$ cat src/rtl/muldiv_pkg.sv
// Shared definitions for the iterative multiply/divide unit.
package muldiv_pkg;

    localparam int unsigned WIDTH    = 32;
    localparam int unsigned CntWidth = 5;

    typedef enum logic [1:0] {
        OpMult  = 2'b00,
        OpMultu = 2'b01,
        OpDiv   = 2'b10,
        OpDivu  = 2'b11
    } op_e;

    typedef enum logic [1:0] {
        StIdle = 2'b00,
        StRun  = 2'b01,
        StDone = 2'b10
    } state_e;

endpackage

$ cat src/rtl/muldiv_unit_negate32.sv
// Conditional two's-complement negation, used for operand magnitudes and result signs.
// The increment input lets two instances chain into a 64-bit negation.
module negate32 (
    input  logic [31:0] a,
    input  logic        neg,
    input  logic        inc,
    output logic [31:0] y
);

    // neg: y = ~a + inc; otherwise pass through
    assign y = neg ? (~a + {31'b0, inc}) : a;

endmodule

$ cat src/rtl/muldiv_unit.sv
// Iterative MULT/MULTU/DIV/DIVU unit owning the architectural HI/LO registers.
// One shift-add or restoring-subtract step per RUN cycle on operand magnitudes;
// signs are restored on the committing edge.
module muldiv_unit #(
    parameter int unsigned WIDTH = muldiv_pkg::WIDTH
) (
    input  logic             clk,
    input  logic             rst,
    input  logic             start,
    input  logic [1:0]       op,
    input  logic [WIDTH-1:0] srcA,
    input  logic [WIDTH-1:0] srcB,
    input  logic             cancel,
    input  logic             we_hi,
    input  logic             we_lo,
    input  logic [WIDTH-1:0] writeData,
    output logic             busy,
    output logic             done,
    output logic [WIDTH-1:0] hi,
    output logic [WIDTH-1:0] lo
);

    import muldiv_pkg::*;

    state_e              state_q;
    logic [CntWidth-1:0] cnt_q;
    logic                pend_q;      // start registered, RUN begins next edge
    logic                is_div_q;
    logic                neg_prod_q;
    logic                neg_quo_q;
    logic                neg_rem_q;
    logic                div_zero_q;
    logic [WIDTH-1:0]    a_raw_q;     // original dividend, returned as HI on divide by zero
    logic [WIDTH-1:0]    b_q;         // multiplicand or divisor magnitude
    logic [WIDTH-1:0]    acc_q;       // upper product half / partial remainder
    logic [WIDTH-1:0]    quo_q;       // multiplier bits / dividend bits then quotient
    logic [WIDTH-1:0]    hi_q;
    logic [WIDTH-1:0]    lo_q;
    logic                busy_q;
    logic                done_q;

    logic             op_div;
    logic             op_signed;
    logic [WIDTH-1:0] mag_a;
    logic [WIDTH-1:0] mag_b;
    logic [WIDTH:0]   shifted;
    logic             fits;
    logic [WIDTH:0]   sum;
    logic [WIDTH-1:0] it_acc;
    logic [WIDTH-1:0] it_quo;
    logic [WIDTH-1:0] fix_lo;
    logic [WIDTH-1:0] fix_hi;
    logic [WIDTH-1:0] res_lo;
    logic [WIDTH-1:0] res_hi;

    assign op_div    = (op == OpDiv) || (op == OpDivu);
    assign op_signed = (op == OpMult) || (op == OpDiv);

    negate32 u_mag_a (
        .a   (srcA),
        .neg (op_signed & srcA[WIDTH-1]),
        .inc (1'b1),
        .y   (mag_a)
    );

    negate32 u_mag_b (
        .a   (srcB),
        .neg (op_signed & srcB[WIDTH-1]),
        .inc (1'b1),
        .y   (mag_b)
    );

    // One iteration step: shift-add for multiply, restoring subtract for divide
    always_comb begin
        shifted = {acc_q, quo_q[WIDTH-1]};
        fits    = shifted >= {1'b0, b_q};
        sum     = {1'b0, acc_q} + (quo_q[0] ? {1'b0, b_q} : '0);
        if (is_div_q) begin
            it_acc = fits ? (shifted[WIDTH-1:0] - b_q) : shifted[WIDTH-1:0];
            it_quo = {quo_q[WIDTH-2:0], fits};
        end else begin
            it_acc = sum[WIDTH:1];
            it_quo = {sum[0], quo_q[WIDTH-1:1]};
        end
    end

    // Product negation carries into the high half only when the low half is zero
    negate32 u_fix_lo (
        .a   (it_quo),
        .neg (is_div_q ? neg_quo_q : neg_prod_q),
        .inc (1'b1),
        .y   (fix_lo)
    );

    negate32 u_fix_hi (
        .a   (it_acc),
        .neg (is_div_q ? neg_rem_q : neg_prod_q),
        .inc (is_div_q | (it_quo == '0)),
        .y   (fix_hi)
    );

    assign res_lo = div_zero_q ? '1 : fix_lo;
    assign res_hi = div_zero_q ? a_raw_q : fix_hi;

    // Control FSM, datapath registers and HI/LO with registered busy/done
    always_ff @(posedge clk) begin
        if (rst) begin
            state_q    <= StIdle;
            cnt_q      <= '0;
            pend_q     <= 1'b0;
            is_div_q   <= 1'b0;
            neg_prod_q <= 1'b0;
            neg_quo_q  <= 1'b0;
            neg_rem_q  <= 1'b0;
            div_zero_q <= 1'b0;
            a_raw_q    <= '0;
            b_q        <= '0;
            acc_q      <= '0;
            quo_q      <= '0;
            hi_q       <= '0;
            lo_q       <= '0;
            busy_q     <= 1'b0;
            done_q     <= 1'b0;
        end else begin
            done_q <= 1'b0;
            unique case (state_q)
                StIdle, StDone: begin
                    state_q <= StIdle;
                    busy_q  <= 1'b0;
                    if (we_hi) hi_q <= writeData;
                    if (we_lo) lo_q <= writeData;
                    if (pend_q && !cancel) begin
                        state_q <= StRun;
                        busy_q  <= 1'b1;
                        cnt_q   <= CntWidth'(WIDTH - 1);
                        pend_q  <= 1'b0;
                    end else if (cancel) begin
                        pend_q <= 1'b0;
                    end else if (start) begin
                        pend_q     <= 1'b1;
                        is_div_q   <= op_div;
                        neg_prod_q <= !op_div && op_signed && (srcA[WIDTH-1] ^ srcB[WIDTH-1]);
                        neg_quo_q  <= op_div && op_signed && (srcA[WIDTH-1] ^ srcB[WIDTH-1]);
                        neg_rem_q  <= op_div && op_signed && srcA[WIDTH-1];
                        div_zero_q <= op_div && (srcB == '0);
                        a_raw_q    <= srcA;
                        b_q        <= op_div ? mag_b : mag_a;
                        quo_q      <= op_div ? mag_a : mag_b;
                        acc_q      <= '0;
                    end
                end
                StRun: begin
                    if (cancel) begin
                        state_q <= StIdle;
                        busy_q  <= 1'b0;
                    end else begin
                        acc_q <= it_acc;
                        quo_q <= it_quo;
                        if (cnt_q == '0) begin
                            state_q <= StDone;
                            busy_q  <= 1'b0;
                            done_q  <= 1'b1;
                            hi_q    <= res_hi;
                            lo_q    <= res_lo;
                        end else begin
                            cnt_q <= cnt_q - 1'b1;
                        end
                    end
                end
                default: begin
                    state_q <= StIdle;
                    busy_q  <= 1'b0;
                end
            endcase
        end
    end

    assign busy = busy_q;
    assign done = done_q;
    assign hi   = hi_q;
    assign lo   = lo_q;

endmodule

$ cat config.mk
export PLATFORM = sky130hd
export DESIGN_NAME = muldiv_unit
export DESIGN_NICKNAME = d
export VERILOG_FILES = /design/src/rtl/muldiv_pkg.sv /design/src/rtl/muldiv_unit_negate32.sv /design/src/rtl/muldiv_unit.sv
export SDC_FILE = /design/constraint.sdc
export NUM_CORES = 1
export LEC_CHECK = 0
export BUFFER_PORTS_ARGS = -buffer_cell sky130_fd_sc_hd__buf_2
export CAP_MARGIN = 20
export CORE_MARGIN = 2
export CORE_UTILIZATION = 40
export DETAILED_ROUTE_END_ITERATION = 10
export GPL_ROUTABILITY_DRIVEN = 0
export PLACE_DENSITY = 0.64
export SYNTH_ARGS = -nofsm -noshare
export SYNTH_HDL_FRONTEND = slang
export SYNTH_SLANG_ARGS = --single-unit
$ cat constraint.sdc
create_clock -name clk -period 7.3 [get_ports clk]
set_clock_uncertainty 0.15 [all_clocks]
set_input_delay 0 -clock clk [delete_from_list [all_inputs] [get_ports clk]]
set_output_delay 0 -clock clk [all_outputs]
set_load 0.02 [all_outputs]
==> metrics.md <==
| Metric | Value |
|---|---|
| Hold path cells | `7` |
| Count of pins over their slew limit | `0` |
| Final min period | `6.78 ns` |
| Number of port buffers | `169` |
| Die area | `~0.044 mm^2` |
| WP data arrival | `about 7 ns` |
| Fin. Hold Viols | `0` |
| FF-to-FF path depth | `26` |
| H-tree depth | `1` |
| Post-synth top area cell | `dfxtp_1` |
| Reg area | `between 0.004 and 0.005 mm^2` |
| Pleak | `a little under 8 nW` |
| Row count | `75` |
| Critical Path Max Stage Delay | `0.57 ns` |
| FF-to-FF Start | `b_q[20]` |
| Largest cells by area after synthesis | `dfxtp_1, nand2_1, a21oi_1` |
| Synth top area share | `between 20% and 30%` |
| Max Root-Sink Buffers | `3` |
| Multi-input combinational cell area | `about 0.012 mm^2` |
| Synthesized instance count | `around 2400` |
| Total chip power | `0.00353 W` |
| FILL cells | `4150` |
| WL/cell | `roughly 23 um` |
| Final period utilization | `92.9%` |
| Clk Tree Root Cell | `clkbuf_16` |
| DRC violations left | `0` |
| Worst VDD drop | `approximately 160 uV` |
| Endpoints failing setup | `0` |
| CP top delay family | `simple AND/OR/NAND/NOR gates` |
| WL met2 | `30.6 mm` |
| Chip Height | `210 um` |
| Initial antenna violation count | `1` |
| Detailed Route Iter0 Violations | `2601` |
| Hold wc startpoint | `srcB[22]` |
| Global-route wire length before repair | `roughly 110 mm` |
| Sequential power share | `35.4%` |
| Fmax | `~0.15 GHz` |
| Global route total overflow | `0` |
| Top_reg_cell synth | `dfxtp_1` |
| WS Path Type | `flop to flop` |
| Yosys reg bits | `between 200 and 250` |
| Syn_nets | `between 2000 and 3000` |
| Critical Path RT | `~7.7 ns` |
| Post-DP HPWL | `53.0 mm` |
| Comb pwr share | `27.2%` |
| Met3 routed WL | `around 7.9 mm` |
| Critical R2R Capture | `hi[14]` |
| Total GRT Usage | `31.2%` |
| Synth async-reset ratio | `0%` |
| IO Count | `170` |
| Clock share of power | `a little under two fifths` |
| Slew HR | `~30%` |
| Core area | `0.0419 mm^2` |
| Total CTS buffers | `26` |
| Hold EP | `quo_q[22]` |
| Per-instance average area after synthesis | `7.13 um^2` |
| Final ANT Viol Nets | `0` |
| Vias | `~19000` |
| Worst hold path class | `primary input to flop` |
| Starting Density | `roughly two fifths` |
| Switching power | `around 0.0012 W` |
| Crit. End Element | `flop` |
| RSZ-0062 raised after global routing | `false` |
| Clock-pin slew on the worst setup and hold paths | `roughly 0.060 ns` |
| Post-synth top cells | `nand2_1, nor2_1, a21oi_1` |
| Switching share of power | `34.9%` |
| Layout cells sized above 1 | `about an eighth` |
| Clk_lat worst skew | `between 0.5 and 0.6 ns` |
| Die X | `210 um` |
| Setup bufs post-CTS | `0` |
| WL met1 | `~30 mm` |
| Largest net degree at the start of global routing | `between 70 and 80` |
| Resized Gates After CTS | `0` |
| Top sig layer | `met4` |
| Slew of the pin with the lowest slew margin | `approximately 1.0 ns` |
| Reg2reg setup slack | `0.52 ns` |
| Max_cap viols | `0` |
| Syn. warnings | `0` |
| Outcome | `finished, final reports clean` |
| Post-cts hold buffer count | `slightly below 100` |
| Pint | `0.00230 W` |
| CTS tree | `done` |
| Seq/Total Area, Yosys | `between 20% and 30%` |
| Final setup TNS | `0 ns` |
| Slowest cell on crit path | `dlygate4sd3_1` |
| Crit path max fanout | `11` |
| Net count, final | `roughly 2700` |
| Final WL | `approximately 71 mm` |
| Type of origin of the critical path | `flop` |
| Layout area overhead | `17.7%` |
| CP Buf/Inv Count | `4` |
| EDFF count, synth | `0` |
| Minimum hold slack | `between 0.015 and 0.02 ns` |
| Pwr/cell area | `about 180 mW/mm^2` |
| Layout Utilization | `47.6%` |
| Yosys cell types | `just under 100` |
| Number of global-route vias before repair | `between 15000 and 20000` |
| Sink Count | `between 200 and 250` |
| Via/cell ratio | `between 6 and 7` |
| Cell Area, Synth | `between 0.015 and 0.02 mm^2` |
| Drt pass-1 iters | `10` |
| Top-count cell post-synth | `nand2_1` |
-- worst reg2reg max path, stage by stage (launching register included) --
cell           delay, ns
dfxtp_1             0.35
inv_1               0.05
ha_1                0.39
a21oi_1             0.29
o21ai_1             0.22
a221oi_2            0.32
and2_1              0.20
nand2_2             0.06
nor2_1              0.27
o21bai_1            0.22
ha_1                0.24
o211ai_1            0.12
nand2b_1            0.21
nor2_1              0.33
and2_1              0.25
nand2_1             0.11
o41ai_1             0.47
ha_1                0.25
inv_1               0.07
nor4_2              0.26
buf_4               0.22
nor3b_2             0.43
nor2_1              0.10
xnor2_1             0.17
o211ai_1            0.10
a311oi_1            0.28
dlygate4sd3_1       0.57
-- area by class of cell --
class	count	area share, %
Antenna cell	1	0.0126
Timing Repair Buffer	299	10.4
Multi-Input combinational cell	1942	59.9
Tap cell	539	3.38
Sequential cell	206	20.7
Inverter	67	1.26
Clock buffer	37	3.88
Clock inverter	10	0.440
-- worst max path at each step --
stage	start	end	cells past startpoint
after floorplan	b_q[12]	hi[31]	27
after global placement	b_q[24]	hi[31]	25
after detailed placement	b_q[26]	hi[31]	25
after CTS	b_q[26]	hi[14]	26
after global routing	b_q[20]	hi[14]	26
final	b_q[20]	hi[14]	26
-- power by group through the flow --
stage | sequential (W) | clock (W) | combinational [W]
global placement | 0.00127 | 0 | 0.000878
detailed placement | 0.00127 | 0 | 0.000884
global route | 0.00125 | 0.00135 | 0.00103
finish | 0.00125 | 0.00132 | 0.000962
floorplan | 0.00128 | 0 | 0.000569
CTS | 0.00124 | 0.00131 | 0.000928
-- cell families after synthesis --
logic type / Yosys count / share of synthesized area [%]
simple gates: 923 / 25.3
compound gates: 743 / 28.6
mux: 50 / 2.99
xor+xnor: 153 / 7.92
fa+ha+maj: 73 / 5.48
flops: 206 / 24.4
buf+inv: 226 / 5.39
-- layer usage --
layer  vias up  GRT usage (%)
met5         -              0
met4         0           12.2
met3       231           5.61
met2      1150           47.9
met1      9183           43.3
li1       8893              -
-- cells in the final DEF, fill, tap and decap left out, drive strengths merged, types with 62 or more instances in the layout --
master / instances
dlygate4sd3: 98
nor2: 228
buf: 201
o21ai: 177
o211ai: 73
nor3: 72
dfxtp: 206
ha: 71
a21oi: 223
xnor2: 91
inv: 67
nand2: 356
xor2: 62
-- registers in the layout (all words and copies together) (netlist names) --
name,cells
a_raw_q,32
acc_q,32
b_q,32
hi,32
lo,32
quo_q,32
cnt_q,5
state_q,2
div_zero_q,1
done,1
is_div_q,1
neg_prod_q,1
neg_quo_q,1
neg_rem_q,1
pend_q,1
-- through the flow --
stage / cells / setup WS, ns / instance area, um^2
5_1_grt: 3100 / 0.0270 / 19900
2_1_floorplan: 2374 / 1.69 / 16900
6_report: 3101 / 0.516 / 19900
4_1_cts: 3098 / 0.708 / 19900
3_5_place_dp: 2953 / 1.24 / 18100
3_3_place_gp: 2952 / 1.42 / 18100
Note: power is estimated with default switching activity, not from simulation.
